`src/rtl/mips_mc_controller_pkg.sv`:
```
// mips_decls_p: opcode/funct encodings, controller state and ALU-op types for the multicycle MIPS core
package mips_decls_p;

  typedef enum logic [5:0] {
    OP_RTYPE = 6'h00,
    OP_J     = 6'h02,
    OP_BEQ   = 6'h04,
    OP_BNE   = 6'h05,
    OP_ADDI  = 6'h08,
    OP_LW    = 6'h23,
    OP_SW    = 6'h2B
  } opcode_t;

  typedef enum logic [5:0] {
    F_ADD = 6'h20,
    F_SUB = 6'h22,
    F_AND = 6'h24,
    F_OR  = 6'h25,
    F_SLT = 6'h2A
  } funct_t;

  typedef enum logic [3:0] {
    S_FETCH, S_DECODE, S_MEMADR, S_MEMRD, S_MEMWB, S_MEMWR, S_EXECUTE,
    S_ALUWB, S_BRANCH, S_ADDIEX, S_ADDIWB, S_JUMP, S_FAULT
  } mc_state_t;

  typedef enum logic [1:0] {ALUOP_ADD, ALUOP_SUB, ALUOP_FUNCT} aluop_t;

  localparam logic [1:0] SRCB_B    = 2'b00;
  localparam logic [1:0] SRCB_FOUR = 2'b01;
  localparam logic [1:0] SRCB_IMM  = 2'b10;
  localparam logic [1:0] SRCB_IMM2 = 2'b11;

  localparam logic [1:0] PCSRC_ALU    = 2'b00;
  localparam logic [1:0] PCSRC_ALUOUT = 2'b01;
  localparam logic [1:0] PCSRC_JUMP   = 2'b10;

  localparam logic [2:0] ALU_AND = 3'b000;
  localparam logic [2:0] ALU_OR  = 3'b001;
  localparam logic [2:0] ALU_ADD = 3'b010;
  localparam logic [2:0] ALU_SUB = 3'b110;
  localparam logic [2:0] ALU_SLT = 3'b111;

endpackage

```
`src/rtl/mips_mc_controller_aludec.sv`:
```
// mips_mc_aludec: maps the FSM's ALU operation and the R-type funct field to an ALU control code
module mips_mc_aludec
  import mips_decls_p::*;
(
  input  aluop_t      aluop,
  input  logic [5:0]  funct,
  output logic [2:0]  alucontrol,
  output logic        illegal
);

  // illegal is only meaningful when the funct field is being decoded
  always_comb begin
    illegal = 1'b0;
    alucontrol = ALU_ADD;
    if (aluop == ALUOP_SUB)
      alucontrol = ALU_SUB;
    else if (aluop == ALUOP_FUNCT)
      case (funct)
        F_ADD:   alucontrol = ALU_ADD;
        F_SUB:   alucontrol = ALU_SUB;
        F_AND:   alucontrol = ALU_AND;
        F_OR:    alucontrol = ALU_OR;
        F_SLT:   alucontrol = ALU_SLT;
        default: illegal = 1'b1;
      endcase
  end

endmodule

```
`src/rtl/mips_mc_controller.sv`:
```
// mips_mc_controller: Moore control FSM for the multicycle MIPS datapath with mem_ready wait states and timeout fault.
// Optional: define MIPS_MC_BNE_EN to accept bne (opcode 6'h05) as a branch-on-not-equal.
module mips_mc_controller
  import mips_decls_p::*;
#(
  parameter int MEM_TIMEOUT = 15,
  parameter int TCNT_W      = 8
) (
  input  logic        clk,
  input  logic        reset_n,
  input  logic [5:0]  opcode,
  input  logic [5:0]  funct,
  input  logic        zero,
  input  logic        mem_ready,
  output logic        mem_req,
  output logic        memwrite,
  output logic        iord,
  output logic        irwrite,
  output logic        pcen,
  output logic        regwrite,
  output logic        regdst,
  output logic        memtoreg,
  output logic        alusrca,
  output logic [1:0]  alusrcb,
  output logic [1:0]  pcsrc,
  output logic [2:0]  alucontrol,
  output logic        fault
);

  mc_state_t state_q, state_d;
  logic [TCNT_W-1:0] cnt_q, cnt_d;
  aluop_t aluop;
  logic pcwrite, branch, taken, illegal_funct, mem_state, timeout;

  mips_mc_aludec u_aludec (
    .aluop      (aluop),
    .funct      (funct),
    .alucontrol (alucontrol),
    .illegal    (illegal_funct)
  );

  assign mem_state = (state_q == S_FETCH) || (state_q == S_MEMRD) || (state_q == S_MEMWR);
  assign timeout   = mem_state && !mem_ready && (cnt_q == TCNT_W'(MEM_TIMEOUT));
  assign fault     = (state_q == S_FAULT);
  assign pcen      = pcwrite | (branch & taken);

`ifdef MIPS_MC_BNE_EN
  logic bne_q, bne_d;
  assign taken = zero ^ bne_q;
`else
  assign taken = zero;
`endif

  // wait counter only runs while a memory access is stalled; any completion or non-memory state clears it
  always_comb cnt_d = (mem_state && !mem_ready && !timeout) ? cnt_q + 1'b1 : '0;

  // next-state sequencing; completion of a memory access wins over its timeout
  always_comb begin
    state_d = state_q;
`ifdef MIPS_MC_BNE_EN
    bne_d = bne_q;
`endif
    case (state_q)
      S_FETCH:   state_d = mem_ready ? S_DECODE : timeout ? S_FAULT : S_FETCH;
      S_DECODE: begin
        case (opcode)
          OP_LW, OP_SW: state_d = S_MEMADR;
          OP_RTYPE:     state_d = S_EXECUTE;
          OP_BEQ:       state_d = S_BRANCH;
`ifdef MIPS_MC_BNE_EN
          OP_BNE:       state_d = S_BRANCH;
`endif
          OP_ADDI:      state_d = S_ADDIEX;
          OP_J:         state_d = S_JUMP;
          default:      state_d = S_FAULT;
        endcase
`ifdef MIPS_MC_BNE_EN
        bne_d = (opcode == OP_BNE);
`endif
      end
      S_MEMADR:  state_d = (opcode == OP_LW) ? S_MEMRD : S_MEMWR;
      S_MEMRD:   state_d = mem_ready ? S_MEMWB : timeout ? S_FAULT : S_MEMRD;
      S_MEMWR:   state_d = mem_ready ? S_FETCH : timeout ? S_FAULT : S_MEMWR;
      S_EXECUTE: state_d = illegal_funct ? S_FAULT : S_ALUWB;
      S_ADDIEX:  state_d = S_ADDIWB;
      S_FAULT:   state_d = S_FAULT;
      default:   state_d = S_FETCH;
    endcase
  end

  // Moore output decode; FETCH's IR/PC strobes wait for mem_ready and are held off during reset
  always_comb begin
    mem_req = 1'b0;
    memwrite = 1'b0;
    iord = 1'b0;
    irwrite = 1'b0;
    pcwrite = 1'b0;
    branch = 1'b0;
    regwrite = 1'b0;
    regdst = 1'b0;
    memtoreg = 1'b0;
    alusrca = 1'b0;
    alusrcb = SRCB_B;
    pcsrc = PCSRC_ALU;
    aluop = ALUOP_ADD;
    case (state_q)
      S_FETCH: begin
        mem_req = 1'b1;
        alusrcb = SRCB_FOUR;
        irwrite = mem_ready & reset_n;
        pcwrite = mem_ready & reset_n;
      end
      S_DECODE:  alusrcb = SRCB_IMM2;
      S_MEMADR, S_ADDIEX: begin
        alusrca = 1'b1;
        alusrcb = SRCB_IMM;
      end
      S_MEMRD: begin
        mem_req = 1'b1;
        iord = 1'b1;
      end
      S_MEMWB: begin
        regwrite = 1'b1;
        memtoreg = 1'b1;
      end
      S_MEMWR: begin
        mem_req = 1'b1;
        iord = 1'b1;
        memwrite = 1'b1;
      end
      S_EXECUTE: begin
        alusrca = 1'b1;
        aluop = ALUOP_FUNCT;
      end
      S_ALUWB: begin
        regwrite = 1'b1;
        regdst = 1'b1;
      end
      S_BRANCH: begin
        alusrca = 1'b1;
        aluop = ALUOP_SUB;
        pcsrc = PCSRC_ALUOUT;
        branch = 1'b1;
      end
      S_ADDIWB:  regwrite = 1'b1;
      S_JUMP: begin
        pcsrc = PCSRC_JUMP;
        pcwrite = 1'b1;
      end
      default: ;
    endcase
  end

  // state, wait counter and decoded branch type
  always_ff @(posedge clk or negedge reset_n) begin
    if (!reset_n) begin
      state_q <= S_FETCH;
      cnt_q <= '0;
`ifdef MIPS_MC_BNE_EN
      bne_q <= 1'b0;
`endif
    end else begin
      state_q <= state_d;
      cnt_q <= cnt_d;
`ifdef MIPS_MC_BNE_EN
      bne_q <= bne_d;
`endif
    end
  end

endmodule

```
`config.mk`:
```
export PLATFORM = sky130hd
export DESIGN_NAME = mips_mc_controller
export DESIGN_NICKNAME = d
export VERILOG_FILES = /design/src/rtl/mips_mc_controller_pkg.sv /design/src/rtl/mips_mc_controller_aludec.sv /design/src/rtl/mips_mc_controller.sv
export SDC_FILE = /design/constraint.sdc
export NUM_CORES = 1
export LEC_CHECK = 0
export ABC_AREA = 1
export ABC_CLOCK_PERIOD_IN_PS = 1900
export CORE_MARGIN = 1
export CORE_UTILIZATION = 40
export DETAILED_ROUTE_END_ITERATION = 16
export GPL_ROUTABILITY_DRIVEN = 0
export GPL_TIMING_DRIVEN = 0
export HOLD_SLACK_MARGIN = 0.15
export PLACE_DENSITY = 0.79
export SLEW_MARGIN = 10
export SYNTH_ARGS = -nofsm -noshare
export SYNTH_HDL_FRONTEND = slang
export SYNTH_SLANG_ARGS = --single-unit
```
`constraint.sdc`:
```
create_clock -name clk -period 1.9 [get_ports clk]
set_clock_uncertainty 0.15 [all_clocks]
set_input_delay 0.19 -clock clk [delete_from_list [all_inputs] [get_ports clk]]
set_output_delay 0.19 -clock clk [all_outputs]
set_load 0.1 [all_outputs]
```
; ---- After elaboration in Yosys (flattened, before gate mapping)
; Cells that the tools add are included.
[op_classes]
reduce_logical = 16
n_addsub = 1
n_mux = 30
eq_ne = 25
bitwise = 3
[ops]
columns = operator, n
row1 = $eq A6 B6 Y1 const B, 7
row2 = $pmux W4 S8, 1
row3 = $mux W4, 7
row4 = $eq A4 B4 Y1 const B, 5
row5 = $pmux W4 S5, 1
row6 = $eq A4 B3 Y1 const B, 4
row7 = $mux W1, 12
row8 = $pmux W3 S4, 1
row9 = $mux W3, 3
row10 = $add A8 B1 Y8 const B, 1
row11 = $eq A4 B2 Y1 const B, 2
row12 = $eq A8 B4 Y1 const B, 1
row13 = $mux W8, 1
row14 = $pmux W2 S2, 2
row15 = $eq A6 B2 Y1 const B, 1
row16 = $eq A6 B3 Y1 const B, 1
row17 = $eq A6 B4 Y1 const B, 1
row18 = $logic_not A6 Y1, 1
row19 = $pmux W2 S3, 1
row20 = $reduce_or A2 Y1, 3
row21 = $reduce_or A3 Y1, 2
row22 = $reduce_or A5 Y1, 1
row23 = $eq A4 B1 Y1 const B, 1
row24 = $logic_not A4 Y1, 1
row25 = other kinds (9), 14
[word_totals]
regBits = 12
elab_cells = 77

; ---- Depth between registers and ports, before layout
; Gate-level depths: netlist of the first run.
[depth]
ltp_word = 8
ltp_mapped = 9
mapped_depth_nobuf = 9

; ---- By module
; A second synthesis of the first run with hierarchy kept.
[hier_totals]
cells_unflattened = 166
hier_area_um2 = 1067.3
[by_module_without_submodules]
columns = module, instances, cells_per_inst, area_each_um2
row1 = mips_mc_controller, 1, 139, 938.4
row2 = mips_mc_aludec, 1, 27, 128.9

; ---- Least setup slack after synthesis of the first run
; No wires, ideal clock.
[synth_timing]
kind = flip-flop to output port
startpoint = register state_q[3]
endpoint = output regwrite
t_arrival_ps = 3079
stages_incl_launch_ff = 6
slack_ps = -1519
path_buffers = 0
cell_sequence = dfrtp_1 > nor2_4 > inv_1 > nor2_1 > nor2_1 > o21ai_0
[synth_between]
elab_chain_len = 3
elab_cells_between_ends = 5
classes_between = eq/ne (3) / mux (1) / reduce/logical (1)
[synth_lines]
columns = element, line_no
row1 = from (decl), mips_mc_controller.sv:30  ; mc_state_t state_q, state_d;
row2 = from (signal assigned), mips_mc_controller.sv:163  ; state_q <= state_d;
row3 = $eq A4 B3 Y1 / $eq A4 B4 Y1 (equally long branches), mips_mc_controller.sv:106  ; case (state_q)
row4 = $reduce_or A3 Y1 (no line) (*), -
row5 = $mux W1 (*), mips_mc_controller.sv:106
row6 = to (decl), mips_mc_controller.sv:20  ; output logic regwrite,
; Mark *: on every way between the ends. The rest lies on a longest branch, timed or not.

; ---- Final worst setup path of the first run
[layout_timing]
startpoint = register state_q[2]
endpoint = output alusrcb[1]
[layout_between]
elab_chain_len = 3
elab_cells_between_ends = 6
classes_between = eq/ne (3) / mux (1) / reduce/logical (2)
[layout_lines]
columns = element, line_no
row1 = $eq A4 B4 Y1 / $eq A4 B2 Y1 (equally long branches), mips_mc_controller.sv:106
row2 = $reduce_or A2 Y1, -
row3 = $pmux W2 S3 (*), mips_mc_controller.sv:106
row4 = to (decl), mips_mc_controller.sv:24  ; output logic [1:0] alusrcb,
; Marks and branches as above.

==> metrics, run 1 <==
layout cells sized above 1 35.3%; Power Internal 1.02 mW; Overflow after GRT 0; Worst Setup End Kind primary output; combinational fraction of design power 77.5%; Setup WS post-layout -0.0529 ns; post-synthesis sequential area ratio 29.6%; initial DRC count 39; CTS Sinks 12; vias in the first global route 1157; largest net degree at the start of global routing 13; CP Max Fanout 4; Wirelength per Cell 13.0 um; crit-path cells nor2_4, inv_1, nor2_4, nor2_2, o21ai_2, buf_12; Cell variety after synth 25; total I/O pin count 33; Clock Latency Late Sink 0.28 ns; Compound-Gate Fraction of Synth Area 5.30%; clock-pin slew on the worst setup and hold paths 0.08 ns; final hold violation count 0; vias per inst 5.20; static leakage 0.864 nW; Post-Syn Nets 182; Die Footprint 2740 sq um; Post-Synth XOR/XNOR Area 1.73%; Worst Setup Start Kind register; Clock Power Share 8.1%; final period utilization 103%; Seq cells post-synth 12; Routed WL 3050 um; min Tclk post-route 1.95 ns; Final Power 2.56 mW; area delta synth->final 69.1%; unrepaired setup endpoints after global routing yes; Synth Warn # 0; Power Density 1490 nW/um^2; critical path class register to primary output; Final Max Slew Viols 0; violations in the final reports setup timing; switching share of power 60.3%; initial antenna violation count 0; Die H 52.4 um; CP dominant cell by count nor2_4; Netlist Area Pre-Place 1010 sq um; Total Neg Setup Slack -0.137 ns; Worst slew margin 62.8%; initial core utilization 44.2%; switching power 1.55 mW; Seq pwr share 14.4%; hold slack 0.326 ns; first-pass GRT wire length 4620 um; Mapped Cells 165; Num CTS Buffers 3; mux contribution to synthesized area 0%; CP max stage cell dfrtp_1; number of fill cells 162; Synth Area per Inst 6.15 sq um; CTS root buffer clkbuf_4; Layout Utilization 74.7%; Nets 225; peak supply drop 1740 uV; WP data arrival 1.61 ns; max-cap viol count 0; # setup viols final 4; status finished with violations; largest family of logic cells by synthesized area simple AND/OR/NAND/NOR gates; worst slew pin tran 0.556 ns; total number of vias 1222; dpl hpwl 2140 um; Worst Hold Class register to register; DR pass1 iterations 4; # DRC 0; PortBufs 32; row count 17; DRT antenna net count 0; CP required 1.56 ns; Reg area 303 sq um; CTS tree yes; Fmax 512 MHz; CTS max path bufs 2; crit-path max cell delay 0.44 ns; simple-gate share of the synthesized area 49.2%; adder-cell share of the synthesized area 1.23%; Final Cell Area 1720 sq um; Total GRT Usage 22.8%; Die Wd 52.4 um; diode count 0; area post-placement 1470 sq um; total area of multi-input combinational cells 759 sq um; Core ar. 2300 sq um; number of H-tree levels 1
==> cell families after synthesis <==
family / after synthesis
DFF: 12
xor gates and xnor gates: 2
adders and majority gates: 1
and+or+nand+nor: 106
AOI/OAI and AO/OA: 9
buffers and inverters: 35
==> path summary, 6_finish.rpt <==
path | from | end | slack (ns) | depth (start not counted)
max in group asynchronous | reset_n | state_q[3] | 0.75 | 2
min in group asynchronous | reset_n | cnt_q[5] | 0.45 | 2
worst max-delay path | state_q[2] | alusrcb[1] | -0.05 | 6
worst min register to register | cnt_q[0] | cnt_q[0] | 0.33 | 1
worst min-delay path | cnt_q[0] | cnt_q[0] | 0.33 | 1
worst max register to register | state_q[1] | state_q[2] | 0.29 | 8
==> metal layers <==
layer / vias up / GRT usage (%) / share of wire, %
met4: 0 / 11.8 / 1.8
met3: 7 / 3.19 / 5.3
met2: 60 / 40.5 / 54
met5: - / 0 / 0
li1: 601 / - / -
met1: 554 / 26.0 / 39
==> layout make-up <==
class / instances / area share, %
multi-input combinational: 118 / 44.3
inverter: 35 / 8.32
sequential: 12 / 17.7
timing repair buffer: 38 / 25.6
tap: 28 / 2.04
clock buffer: 4 / 2.12
==> sequential cells by signal, summed over array words and instances, names as in the netlist <==
name and count:
state_q 4, cnt_q 8
==> metrics by stage <==
stage               setup WS, ns  instances
global route              -0.108        235
finish                   -0.0529        235
global placement          -0.989        225
floorplan                 -0.223        165
detailed placement         -1.03        225
CTS                      -0.0774        232
==> Yosys cell counts <==
master    instances  area [sq um]
nand3_2           1          10.0
nor3_1            1          5.00
a21oi_1           2          10.0
inv_1            34           128
and3b_1           1          8.76
nand4_1           2          12.5
inv_2             1          3.75
dfrtp_1          12           300
nor2_2            3          18.8
nor2_4            2          22.5
o32ai_1           1          8.76
nor3_2            1          10.0
nand3_1          22           110
nand2_1          33           124
nor2_1           36           135
a211o_1           1          8.76
ha_1              1          12.5
nand2_4           1          11.3
nand2_2           1          6.26
o22ai_1           1          6.26
xnor2_1           1          8.76
xor2_1            1          8.76
o21ai_0           4          20.0
nand3b_1          1          7.51
nand3_4           1          17.5
==> power groups by stage <==
stage,Combinational (mW),Sequential [mW],Clock [mW]
after global routing,2.06,0.373,0.226
after CTS,1.75,0.356,0.212
after floorplan,1.33,0.342,0
final,1.99,0.369,0.208
after detailed placement,1.65,0.351,0
after global placement,1.63,0.348,0
==> critical path: cells and delay by family, from the launching register on <==
kind            cells  cell delay (ns)
compound gates      1             0.08
buf+inv             2             0.36
flops               1             0.44
simple gates        3             0.45
==> repair_timing <==
action,CTS,global route
hold buffers,1,0
pin swaps,3,5
buffers inserted,2,3
gates resized for setup,131,33
cloned,0,0
setup endpoints to repair,17,14
endpoints found under the hold margin,12,0
==> placed cells by master, fill, tap and decap left out, types with 2 or more instances in the layout <==
| master | synthesis | routed |
|---|---|---|
| buf_12 | 0 | 8 |
| inv_4 | 0 | 3 |
| inv_2 | 1 | 6 |
| nor2_4 | 2 | 10 |
| buf_6 | 0 | 2 |
| nand3_4 | 1 | 3 |
| nand2_1 | 33 | 27 |
| clkdlybuf4s50_1 | 0 | 14 |
| buf_4 | 0 | 8 |
| nor2_1 | 36 | 23 |
| o21ai_0 | 4 | 2 |
| nand2_4 | 1 | 4 |
| a21oi_1 | 2 | 2 |
| nor2_2 | 3 | 8 |
| o21ai_2 | 0 | 2 |
| nand3_1 | 22 | 20 |
| nand2_2 | 1 | 3 |
| inv_1 | 34 | 25 |
| dfrtp_1 | 12 | 10 |
| dfrtp_2 | 0 | 2 |
| clkbuf_4 | 0 | 6 |
| nand4_1 | 2 | 2 |
No activity file was read; power rests on OpenSTA's default activity.
==> run 2, diff against run 1 <==
--- a/config.mk
+++ b/config.mk
@@ -6,14 +6,13 @@
 export NUM_CORES = 1
 export LEC_CHECK = 0
 export ABC_AREA = 1
-export ABC_CLOCK_PERIOD_IN_PS = 1900
 export CORE_MARGIN = 1
-export CORE_UTILIZATION = 40
+export CORE_UTILIZATION = 35
 export DETAILED_ROUTE_END_ITERATION = 16
 export GPL_ROUTABILITY_DRIVEN = 0
 export GPL_TIMING_DRIVEN = 0
 export HOLD_SLACK_MARGIN = 0.15
-export PLACE_DENSITY = 0.79
+export PLACE_DENSITY = 0.72
 export SLEW_MARGIN = 10
 export SYNTH_ARGS = -nofsm -noshare
 export SYNTH_HDL_FRONTEND = slang
==> metrics, run 2 (same netlist as run 1, synthesis figures left out) <==
min Tclk post-route 1.94 ns; Num CTS Buffers 3; most frequent cells in the layout nand2_1 (26), inv_1 (24), nor2_1 (23), nand3_1 (20), clkdlybuf4s50_1 (14); Core ar. 2760 sq um; Setup WS post-layout -0.0443 ns; number of H-tree levels 1; initial DRC count 27; dpl hpwl 2190 um; DRT antenna net count 0; total I/O pin count 33; Worst Hold Class register to register; # DRC 0; static leakage 0.856 nW; max-cap viol count 0; Nets 225; worst slew pin tran 0.544 ns; Worst Setup End Kind primary output; Worst slew margin 63.6%; hold slack 0.339 ns; CTS tree yes; DR pass1 iterations 4; diode count 0; total area of multi-input combinational cells 777 sq um; final hold violation count 0; final period utilization 102%; Fmax 514 MHz; Routed WL 2950 um; largest reg by FF count cnt_q; CP max stage cell dfrtp_2; Power Density 1480 nW/um^2; Total GRT Usage 19.2%; Reg area 305 sq um; layout cells sized above 1 37.2%; Die Footprint 3120 sq um; Clock Latency Late Sink 0.27 ns; violations in the final reports setup timing; Top delay family on crit path flip-flops; CP required 1.56 ns; PortBufs 32; initial core utilization 36.8%; # setup viols final 2; row count 19; area delta synth->final 69.4%; peak supply drop 1450 uV; Largest register FFs 8; total number of vias 1178; crit-path cells inv_2, nor2_4, nand2_4, inv_4, nand3_4, o32ai_4, buf_12; unrepaired setup endpoints after global routing yes; CTS max path bufs 2; first-pass GRT wire length 4800 um; CTS root buffer clkbuf_4; number of fill cells 256; Die Wd 55.8 um; largest net degree at the start of global routing 13; Worst Setup Start Kind register; Wirelength per Cell 12.4 um; CTS Sinks 12; Die H 55.8 um; Final Power 2.55 mW; crit-path max cell delay 0.41 ns; CP Max Fanout 4; Overflow after GRT 0; status finished with violations; Final Max Slew Viols 0; Placement Setup Slack -1.07 ns; initial antenna violation count 0; vias in the first global route 1166; clock-pin slew on the worst setup and hold paths 0.07 ns; Top Registers cnt_q x8, state_q x4; critical path class register to primary output; WP data arrival 1.60 ns; vias per inst 4.95; most common cell after layout, fill and taps aside nand2_1; Buffers & Inverters on Critical Path 3
-- run 2: cell count changes in the layout (fill, tap and decap cells not counted), sizes merged --
cell / previous run / this run
buf: 19 / 21
clkbuf: 7 / 5
-- run 2: final timing paths --
kind                       startpoint       endpoint  slack, ns  cells after the start
setup / recovery           state_q[2]  alucontrol[0]      -0.04                      7
hold / removal               cnt_q[0]       cnt_q[0]       0.34                      1
setup reg to reg             cnt_q[0]     state_q[1]       0.26                      6
hold reg to reg              cnt_q[0]       cnt_q[0]       0.34                      1
max in group asynchronous     reset_n     state_q[3]       0.71                      2
min in group asynchronous     reset_n       cnt_q[1]       0.49                      2
-- run 2: what timing repair did --
action                     4_1_cts  5_1_grt
gates resized for setup        133       35
hold endpoints to repair        12        0
setup endpoints to repair       17       17
hold buffers                     1        0
pin swaps                        1        7
buffers inserted                 1        4
-- run 2: area by class of cell --
| type | instances | share of cell area (%) |
|---|---|---|
| multi-input combinational | 118 | 45.2 |
| timing repair buffer | 38 | 24.4 |
| sequential | 12 | 17.8 |
| inverter | 35 | 8.30 |
| tap | 31 | 2.26 |
| clock buffer | 4 | 2.11 |
-- run 2: stage by stage --
stage,util [%],cells,setup TNS (ns),cell area [sq um]
after floorplan,-,165,-0.708,1120
final,62.3,238,-0.0724,1720
after global routing,62.3,238,-0.460,1720
after CTS,57.8,234,-0.298,1590
after detailed placement,53.5,228,-11.08,1480
after global placement,53.5,228,-10.33,1480
-- run 2: where the power goes --
| group | leakage (nW) | internal, mW | switching (mW) |
|---|---|---|---|
| Sequential | 0.158 | 0.306 | 0.0711 |
| Clock | 0.0210 | 0.117 | 0.0837 |
| Combinational | 0.677 | 0.597 | 1.38 |
| Total | 0.856 | 1.02 | 1.53 |
-- run 2: routing by layer --
layer	vias up	wire [um]	global-route usage, %
met5	-	0	0
met4	0	49	4.18
met3	6	108	4.65
met2	32	1570	33.6
met1	541	1230	24.0
li1	599	-	-
